<file path="config.mk">
export PLATFORM = sky130hd
export DESIGN_NAME = fp8_matmul_seq_flat
export DESIGN_NICKNAME = d
export VERILOG_FILES = /design/src/rtl/fp8_matmul_seq_if.sv /design/src/rtl/fp8_matmul_seq.sv /design/src/flat_wrapper.sv
export SDC_FILE = /design/constraint.sdc
export NUM_CORES = 1
export LEC_CHECK = 0
export ABC_AREA = 1
export CORE_MARGIN = 1.5
export CORE_UTILIZATION = 60
export DETAILED_ROUTE_END_ITERATION = 10
export HOLD_SLACK_MARGIN = 0.03
export PLACE_DENSITY = 0.87
export SYNTH_ARGS = -nofsm -noshare
export SYNTH_HDL_FRONTEND = slang
export SYNTH_SLANG_ARGS = --single-unit
</file>
<file path="constraint.sdc">
create_clock -name clk -period 16.4 [get_ports clk]
set_clock_uncertainty 0.2 [all_clocks]
set_input_delay 4.1 -clock clk [delete_from_list [all_inputs] [get_ports clk]]
set_output_delay 4.1 -clock clk [all_outputs]
set_load 0.02 [all_outputs]
</file>
<file path="src/rtl/fp8_matmul_seq_if.sv">
// Load, control and result-stream signals for the sequential small-float matrix multiplier.
// Result handshake: a transfer happens on a rising clk edge where out_valid & out_ready are both high;
// while out_valid is high and out_ready is low, out_data/out_addr/out_last hold their values.
interface fp8_matmul_seq_if #(
   parameter int W  = 8,
   parameter int AW = 4
);
   logic          wr_en;
   logic          wr_sel;
   logic [AW-1:0] wr_addr;
   logic [W-1:0]  wr_data;
   logic          start;
   logic          busy;
   logic          out_valid;
   logic          out_ready;
   logic [W-1:0]  out_data;
   logic [AW-1:0] out_addr;
   logic          out_last;
   logic          done;
   logic          ovf;

   modport master (
      output wr_en, wr_sel, wr_addr, wr_data, start, out_ready,
      input  busy, out_valid, out_data, out_addr, out_last, done, ovf
   );

   modport slave (
      input  wr_en, wr_sel, wr_addr, wr_data, start, out_ready,
      output busy, out_valid, out_data, out_addr, out_last, done, ovf
   );
endinterface

</file>
<file path="src/rtl/fp8_matmul_seq.sv">
// Sequential NxN matrix multiplier C = A x B on sign|exponent|mantissa floats,
// one registered multiply-accumulate per clock, results streamed row-major.
module fp8_matmul_seq #(
   parameter int N     = 3,
   parameter int EXP_W = 3,
   parameter int MAN_W = 4,
   parameter int BIAS  = 3
) (
   input logic              clk,
   input logic              rst,
   fp8_matmul_seq_if.slave  bus
);
   localparam int W    = 1 + EXP_W + MAN_W;
   localparam int NN   = N * N;
   localparam int AW   = $clog2(NN);
   localparam int IW   = $clog2(N);
   localparam int SW   = MAN_W + 1;
   localparam int EMAX = (1 << EXP_W) - 1;

   typedef enum logic [1:0] {IDLE, COMPUTE, OUT} state_t;

   typedef struct packed {
      logic [W-1:0] val;
      logic         ovf;
   } fres_t;

   // Range-check a biased exponent: saturate high (flagged), flush low to +0.
   function automatic fres_t pack_f(input logic s, input int ex, input logic [MAN_W-1:0] man);
      pack_f = '0;
      if (ex > EMAX) begin
         pack_f.val = {s, {(W-1){1'b1}}};
         pack_f.ovf = 1'b1;
      end else if (ex >= 1) begin
         pack_f.val = {s, ex[EXP_W-1:0], man};
      end
   endfunction

   function automatic fres_t mul_f(input logic [W-1:0] a, input logic [W-1:0] b);
      logic [2*SW-1:0] p;
      int              ex;
      mul_f = '0;
      p  = (2*SW)'({1'b1, a[MAN_W-1:0]}) * (2*SW)'({1'b1, b[MAN_W-1:0]});
      ex = int'(a[W-2:MAN_W]) + int'(b[W-2:MAN_W]) - BIAS;
      if (a[W-2:MAN_W] == '0 || b[W-2:MAN_W] == '0)
         mul_f = '0;
      else if (p[2*SW-1])
         mul_f = pack_f(a[W-1] ^ b[W-1], ex + 1, p[2*SW-2 -: MAN_W]);
      else
         mul_f = pack_f(a[W-1] ^ b[W-1], ex, p[2*SW-3 -: MAN_W]);
   endfunction

   function automatic fres_t add_f(input logic [W-1:0] a, input logic [W-1:0] b);
      logic [W-1:0]  lg, sm;
      logic [SW-1:0] sig_l, sig_s, dif;
      logic [SW:0]   sum;
      int            ex, pos;
      add_f = '0;
      lg = a;
      sm = b;
      if (a[W-2:MAN_W] == '0) begin
         add_f.val = b;
      end else if (b[W-2:MAN_W] == '0) begin
         add_f.val = a;
      end else begin
         // Exponent-then-mantissa compare orders magnitudes; the smaller one loses its shifted-out bits.
         if (a[W-2:0] < b[W-2:0]) begin
            lg = b;
            sm = a;
         end
         sig_l = {1'b1, lg[MAN_W-1:0]};
         sig_s = {1'b1, sm[MAN_W-1:0]} >> (lg[W-2:MAN_W] - sm[W-2:MAN_W]);
         ex    = int'(lg[W-2:MAN_W]);
         if (lg[W-1] == sm[W-1]) begin
            sum = {1'b0, sig_l} + {1'b0, sig_s};
            if (sum[SW])
               add_f = pack_f(lg[W-1], ex + 1, sum[MAN_W:1]);
            else
               add_f = pack_f(lg[W-1], ex, sum[MAN_W-1:0]);
         end else begin
            dif = sig_l - sig_s;
            pos = 0;
            for (int n = 0; n < SW; n++)
               if (dif[n]) pos = n;
            if (dif != '0)
               add_f = pack_f(lg[W-1], ex - (SW - 1 - pos), MAN_W'(dif << (SW - 1 - pos)));
         end
      end
   endfunction

   state_t         state, state_nx;
   logic [W-1:0]   mem_a [NN];
   logic [W-1:0]   mem_b [NN];
   logic [W-1:0]   acc;
   logic [IW-1:0]  i, j, k;
   logic           ovf, done;
   logic [AW-1:0]  a_idx, b_idx;
   logic           last_elem;
   fres_t          term, sum;

   assign a_idx     = AW'(int'(i) * N + int'(k));
   assign b_idx     = AW'(int'(k) * N + int'(j));
   assign term      = mul_f(mem_a[a_idx], mem_b[b_idx]);
   assign sum       = add_f(acc, term.val);
   assign last_elem = (i == IW'(N-1)) && (j == IW'(N-1));

   always_ff @(posedge clk or posedge rst) begin
      if (rst) state <= IDLE;
      else     state <= state_nx;
   end

   always_comb begin
      state_nx = state;
      case (state)
         IDLE:    if (bus.start) state_nx = COMPUTE;
         COMPUTE: if (k == IW'(N-1)) state_nx = OUT;
         OUT:     if (bus.out_ready) state_nx = last_elem ? IDLE : COMPUTE;
         default: state_nx = IDLE;
      endcase
   end

   // Storage only accepts writes in IDLE, so a write issued with start is visible to the first term.
   always_ff @(posedge clk or posedge rst) begin
      if (rst) begin
         for (int n = 0; n < NN; n++) begin
            mem_a[n] <= '0;
            mem_b[n] <= '0;
         end
      end else if (state == IDLE && bus.wr_en && int'(bus.wr_addr) < NN) begin
         if (bus.wr_sel) mem_b[bus.wr_addr] <= bus.wr_data;
         else            mem_a[bus.wr_addr] <= bus.wr_data;
      end
   end

   always_ff @(posedge clk or posedge rst) begin
      if (rst) begin
         acc  <= '0;
         i    <= '0;
         j    <= '0;
         k    <= '0;
         ovf  <= 1'b0;
         done <= 1'b0;
      end else begin
         done <= 1'b0;
         case (state)
            IDLE: if (bus.start) begin
               acc <= '0;
               i   <= '0;
               j   <= '0;
               k   <= '0;
               ovf <= 1'b0;
            end
            COMPUTE: begin
               acc <= sum.val;
               ovf <= ovf | term.ovf | sum.ovf;
               k   <= (k == IW'(N-1)) ? '0 : k + 1'b1;
            end
            OUT: if (bus.out_ready) begin
               acc <= '0;
               k   <= '0;
               if (last_elem) begin
                  i    <= '0;
                  j    <= '0;
                  done <= 1'b1;
               end else if (j == IW'(N-1)) begin
                  j <= '0;
                  i <= i + 1'b1;
               end else begin
                  j <= j + 1'b1;
               end
            end
            default: ;
         endcase
      end
   end

   assign bus.busy      = (state != IDLE);
   assign bus.out_valid = (state == OUT);
   assign bus.out_data  = acc;
   assign bus.out_addr  = AW'(int'(i) * N + int'(j));
   assign bus.out_last  = (state == OUT) && last_elem;
   assign bus.done      = done;
   assign bus.ovf       = ovf;
endmodule

</file>
<file path="src/flat_wrapper.sv">
// flat-port wrapper written by rule: the top's interface ports become plain ports
module fp8_matmul_seq_flat 
#(
   parameter int N     = 3,
   parameter int EXP_W = 3,
   parameter int MAN_W = 4,
   parameter int BIAS  = 3
)
  (clk, rst, bus_wr_en, bus_wr_sel, bus_wr_addr, bus_wr_data, bus_start, bus_out_ready, bus_busy, bus_out_valid, bus_out_data, bus_out_addr, bus_out_last, bus_done, bus_ovf);
  fp8_matmul_seq_if #(.W((1 + EXP_W + MAN_W)), .AW(($clog2((N * N))))) bus_i ();
  input logic clk;
  input logic rst;
  input wire logic [$bits(bus_i.wr_en)-1:0] bus_wr_en;
  input wire logic [$bits(bus_i.wr_sel)-1:0] bus_wr_sel;
  input wire logic [$bits(bus_i.wr_addr)-1:0] bus_wr_addr;
  input wire logic [$bits(bus_i.wr_data)-1:0] bus_wr_data;
  input wire logic [$bits(bus_i.start)-1:0] bus_start;
  input wire logic [$bits(bus_i.out_ready)-1:0] bus_out_ready;
  output wire logic [$bits(bus_i.busy)-1:0] bus_busy;
  output wire logic [$bits(bus_i.out_valid)-1:0] bus_out_valid;
  output wire logic [$bits(bus_i.out_data)-1:0] bus_out_data;
  output wire logic [$bits(bus_i.out_addr)-1:0] bus_out_addr;
  output wire logic [$bits(bus_i.out_last)-1:0] bus_out_last;
  output wire logic [$bits(bus_i.done)-1:0] bus_done;
  output wire logic [$bits(bus_i.ovf)-1:0] bus_ovf;
  assign bus_i.wr_en = bus_wr_en;
  assign bus_i.wr_sel = bus_wr_sel;
  assign bus_i.wr_addr = bus_wr_addr;
  assign bus_i.wr_data = bus_wr_data;
  assign bus_i.start = bus_start;
  assign bus_i.out_ready = bus_out_ready;
  assign bus_busy = bus_i.busy;
  assign bus_out_valid = bus_i.out_valid;
  assign bus_out_data = bus_i.out_data;
  assign bus_out_addr = bus_i.out_addr;
  assign bus_out_last = bus_i.out_last;
  assign bus_done = bus_i.done;
  assign bus_ovf = bus_i.ovf;
  fp8_matmul_seq #(.N(N), .EXP_W(EXP_W), .MAN_W(MAN_W), .BIAS(BIAS)) u_core (.clk(clk), .rst(rst), .bus(bus_i));
endmodule
</file>
==> impl_metrics.tcl <==
set metrics [dict create \
    status "completed" \
    synth_edf_count 0 \
    drv_slew 0 \
    port_buffers 34 \
    grtUsageTotal 0.318 \
    synth.most_common_cell "nand2_1" \
    clock_path_buffers 2 \
    pin_count 35 \
    yosysSeqAreaShare 0.381 \
    worst_path_max_delay_cell "fa_1" \
    numCtsBuffers 17 \
    hold_viol 0 \
    crit_path_max_incr_delay_ns 0.91 \
    die_x_um 136 \
    synthFlopType "dfrtp_1" \
    clkSlewWorstSetupHoldPaths_ns 0.07 \
    crit_path_frequent_cell "nand2_1" \
    cp-start-kind "flip-flop" \
    relSlewSlack 0.273 \
    synth.top_cell.area_share 0.381 \
    drt_iter0_drc 1283 \
    worstHoldPathCells 2 \
    antenna_found_initial 0 \
    async_flop_share 1.00 \
    holdBufCountCts 0 \
    drc_errors 0 \
    std_cell_rows 48 \
    post-route-util 0.678 \
    endpoint_kind "flip-flop" \
    routabilityCongestion 0.957 \
    drt_first_pass_iters 6 \
    coreArea_um2 17300 \
    nets 1509 \
    yosys.area.top_type "dfrtp_1" \
    first_global_vias 9490 \
    synth_area_um2 10600 \
    yosys-top-cells-area "dfrtp_1 38%, nand2_1 13%, o21ai_0 10%" \
    critPathKind "reg -> reg" \
    cp_data_arrival_time_ns 14.66 \
    clockRootBuffer "clkbuf_16" \
    grt-ovfl-total 0 \
    vias_per_cell 6.01 \
    die_area_um2 18600 \
    critical_path.top_delay_family "adder cells" \
    setup_tns_ns 0 \
    cap_violations 0 \
    area_delta_synth_final_pct 10.1 \
    grt_start_max_net_pins 83 \
    cts_tree "built" \
    avgSynthCellArea_um2 7.63 \
    antenna_cells 0 \
    die_h_um 136 \
    setup_violations 0 \
    instances_no_fill 1650 \
    clock-sinks 162 \
    start_util 0.616 \
    placedCellCount 1618 \
    synth_seq_cells 162 \
    cp_max_fo 21 \
    cts-resized-gates 0 \
    synth_cell_types 53 \
    path_buf_inv 12 \
    grt_pass1_wl_mm 46.4 \
    drive_gt1_frac 0.0674 \
    postCtsSetupBuffers 0 \
    worst_pin_slew_ns 1.08 \
    antenna_left 0 \
    cp.depth 68 \
    synth.top_cells.by_count "358 x nand2_1, 221 x o21ai_0, 162 x dfrtp_1" \
    hold_class "reg -> reg" \
    ys_warn_count 0 \
    dp_hpwl_mm 18.7 \
    wirelength_mm 28.0 \
    wl_per_cell_um 17.0 \
    htreeDepth 4 \
    clk_latency_ns 0.44 \
    netlist_instances 1396 \
    r2r.worst_path.cells 68 \
    n_fill_cell 1354 \
    timing.fmax_ghz 0.0689 \
    num_vias 9923 \
    min_period_over_period 0.885 \
    period_minus_slack_ns 14.52 \
    rsz0062_at_grt "false" \
    required_ns 16.54 \
]
-- metal layers --
layer / GRT usage / wire length [um]
met5: 0 / 0
met4: 0.143 / 1030
met3: 0.0656 / 2610
met2: 0.502 / 13000
met1: 0.424 / 11300
-- cell families (layout without fill, tap and decap cells) --
logic type,Yosys count,after routing,share of synthesized area
compound gates,316,316,0.165
xor+xnor,11,11,0.00905
buf+inv,205,226,0.0795
fa+ha+maj,79,79,0.103
other cells,1,9,0.000352
simple gates,622,622,0.262
flops,162,162,0.381
-- state kept, by name (all words and copies together), names as in the netlist --
signal / flops
u_core.state: 2
u_core.mem_a: 72
u_core.j: 2
u_core.bus.ovf: 1
u_core.i: 2
u_core.bus.out_data: 8
u_core.bus.done: 1
u_core.k: 2
u_core.mem_b: 72
-- layout by cell type, fill, tap and decap left out, drive strengths merged, types with 3 or more instances in the layout --
cell           netlist  routed
a211oi               4       4
nor4                 4       4
o221ai              12      12
fa                  15      15
nand4               11      11
ha                  64      64
nand3               90      90
conb                 1       9
a32oi                5       5
or2                  5       5
xor2                 9       9
inv                153     158
bufinv               0       3
o21ai              232     232
o211ai              15      15
o22ai                8       8
nand3b               3       3
clkdlybuf4s50        0      34
nand2              379     379
a21oi               25      25
clkinv               3       8
a31oi                6       6
nor2               111     111
buf                 16       4
clkbuf              33      18
dfrtp              162     162
nor3                15      15
-- final timing paths --
| path | from | end | slack (ns) |
|---|---|---|---|
| worst max register to register | u_core.k[0]$_DFFE_PP0P_ | u_core.bus.out_data[5]$_DFFE_PP0P_ | 1.88 |
| worst max-delay path | u_core.k[0]$_DFFE_PP0P_ | u_core.bus.out_data[5]$_DFFE_PP0P_ | 1.88 |
| worst min register to register | u_core.mem_a[68]$_DFFE_PP0P_ | u_core.mem_a[68]$_DFFE_PP0P_ | 0.28 |
| max in group asynchronous | rst | u_core.mem_b[46]$_DFFE_PP0P_ | 10.53 |
| min in group asynchronous | rst | u_core.mem_a[16]$_DFFE_PP0P_ | 3.97 |
| worst min-delay path | u_core.mem_a[68]$_DFFE_PP0P_ | u_core.mem_a[68]$_DFFE_PP0P_ | 0.28 |
-- area by class of cell --
class                   instances  area [um2]  area share
multi-input cells            1037        5780       0.493
inverters                     156         601      0.0512
repair buffers                 38         370      0.0316
clock inverters                14         198      0.0169
flip-flops and latches        162        4050       0.346
well taps                     225         282      0.0240
clock buffers                  18         439      0.0375
-- stage by stage --
step,instance area [um2],setup WS [ns],hold WS (ns)
4_1_cts,11700,2.03,0.283
3_3_place_gp,11100,2.74,0.261
3_5_place_dp,11100,2.17,0.268
5_1_grt,11700,0.700,0.305
2_1_floorplan,10700,4.17,0.248
6_report,11700,1.88,0.280
-- worst reg2reg max path, delay by kind of cell (launching register included) --
family / cells / cell delay (ns)
buffers and inverters: 12 / 1.26
AOI/OAI and AO/OA: 10 / 2.57
adders and majority gates: 14 / 5.40
and+or+nand+nor: 32 / 4.57
DFF: 1 / 0.45
Power is not shown: default switching activity piles up to over one toggle a cycle in this logic, so the estimate is an artifact.
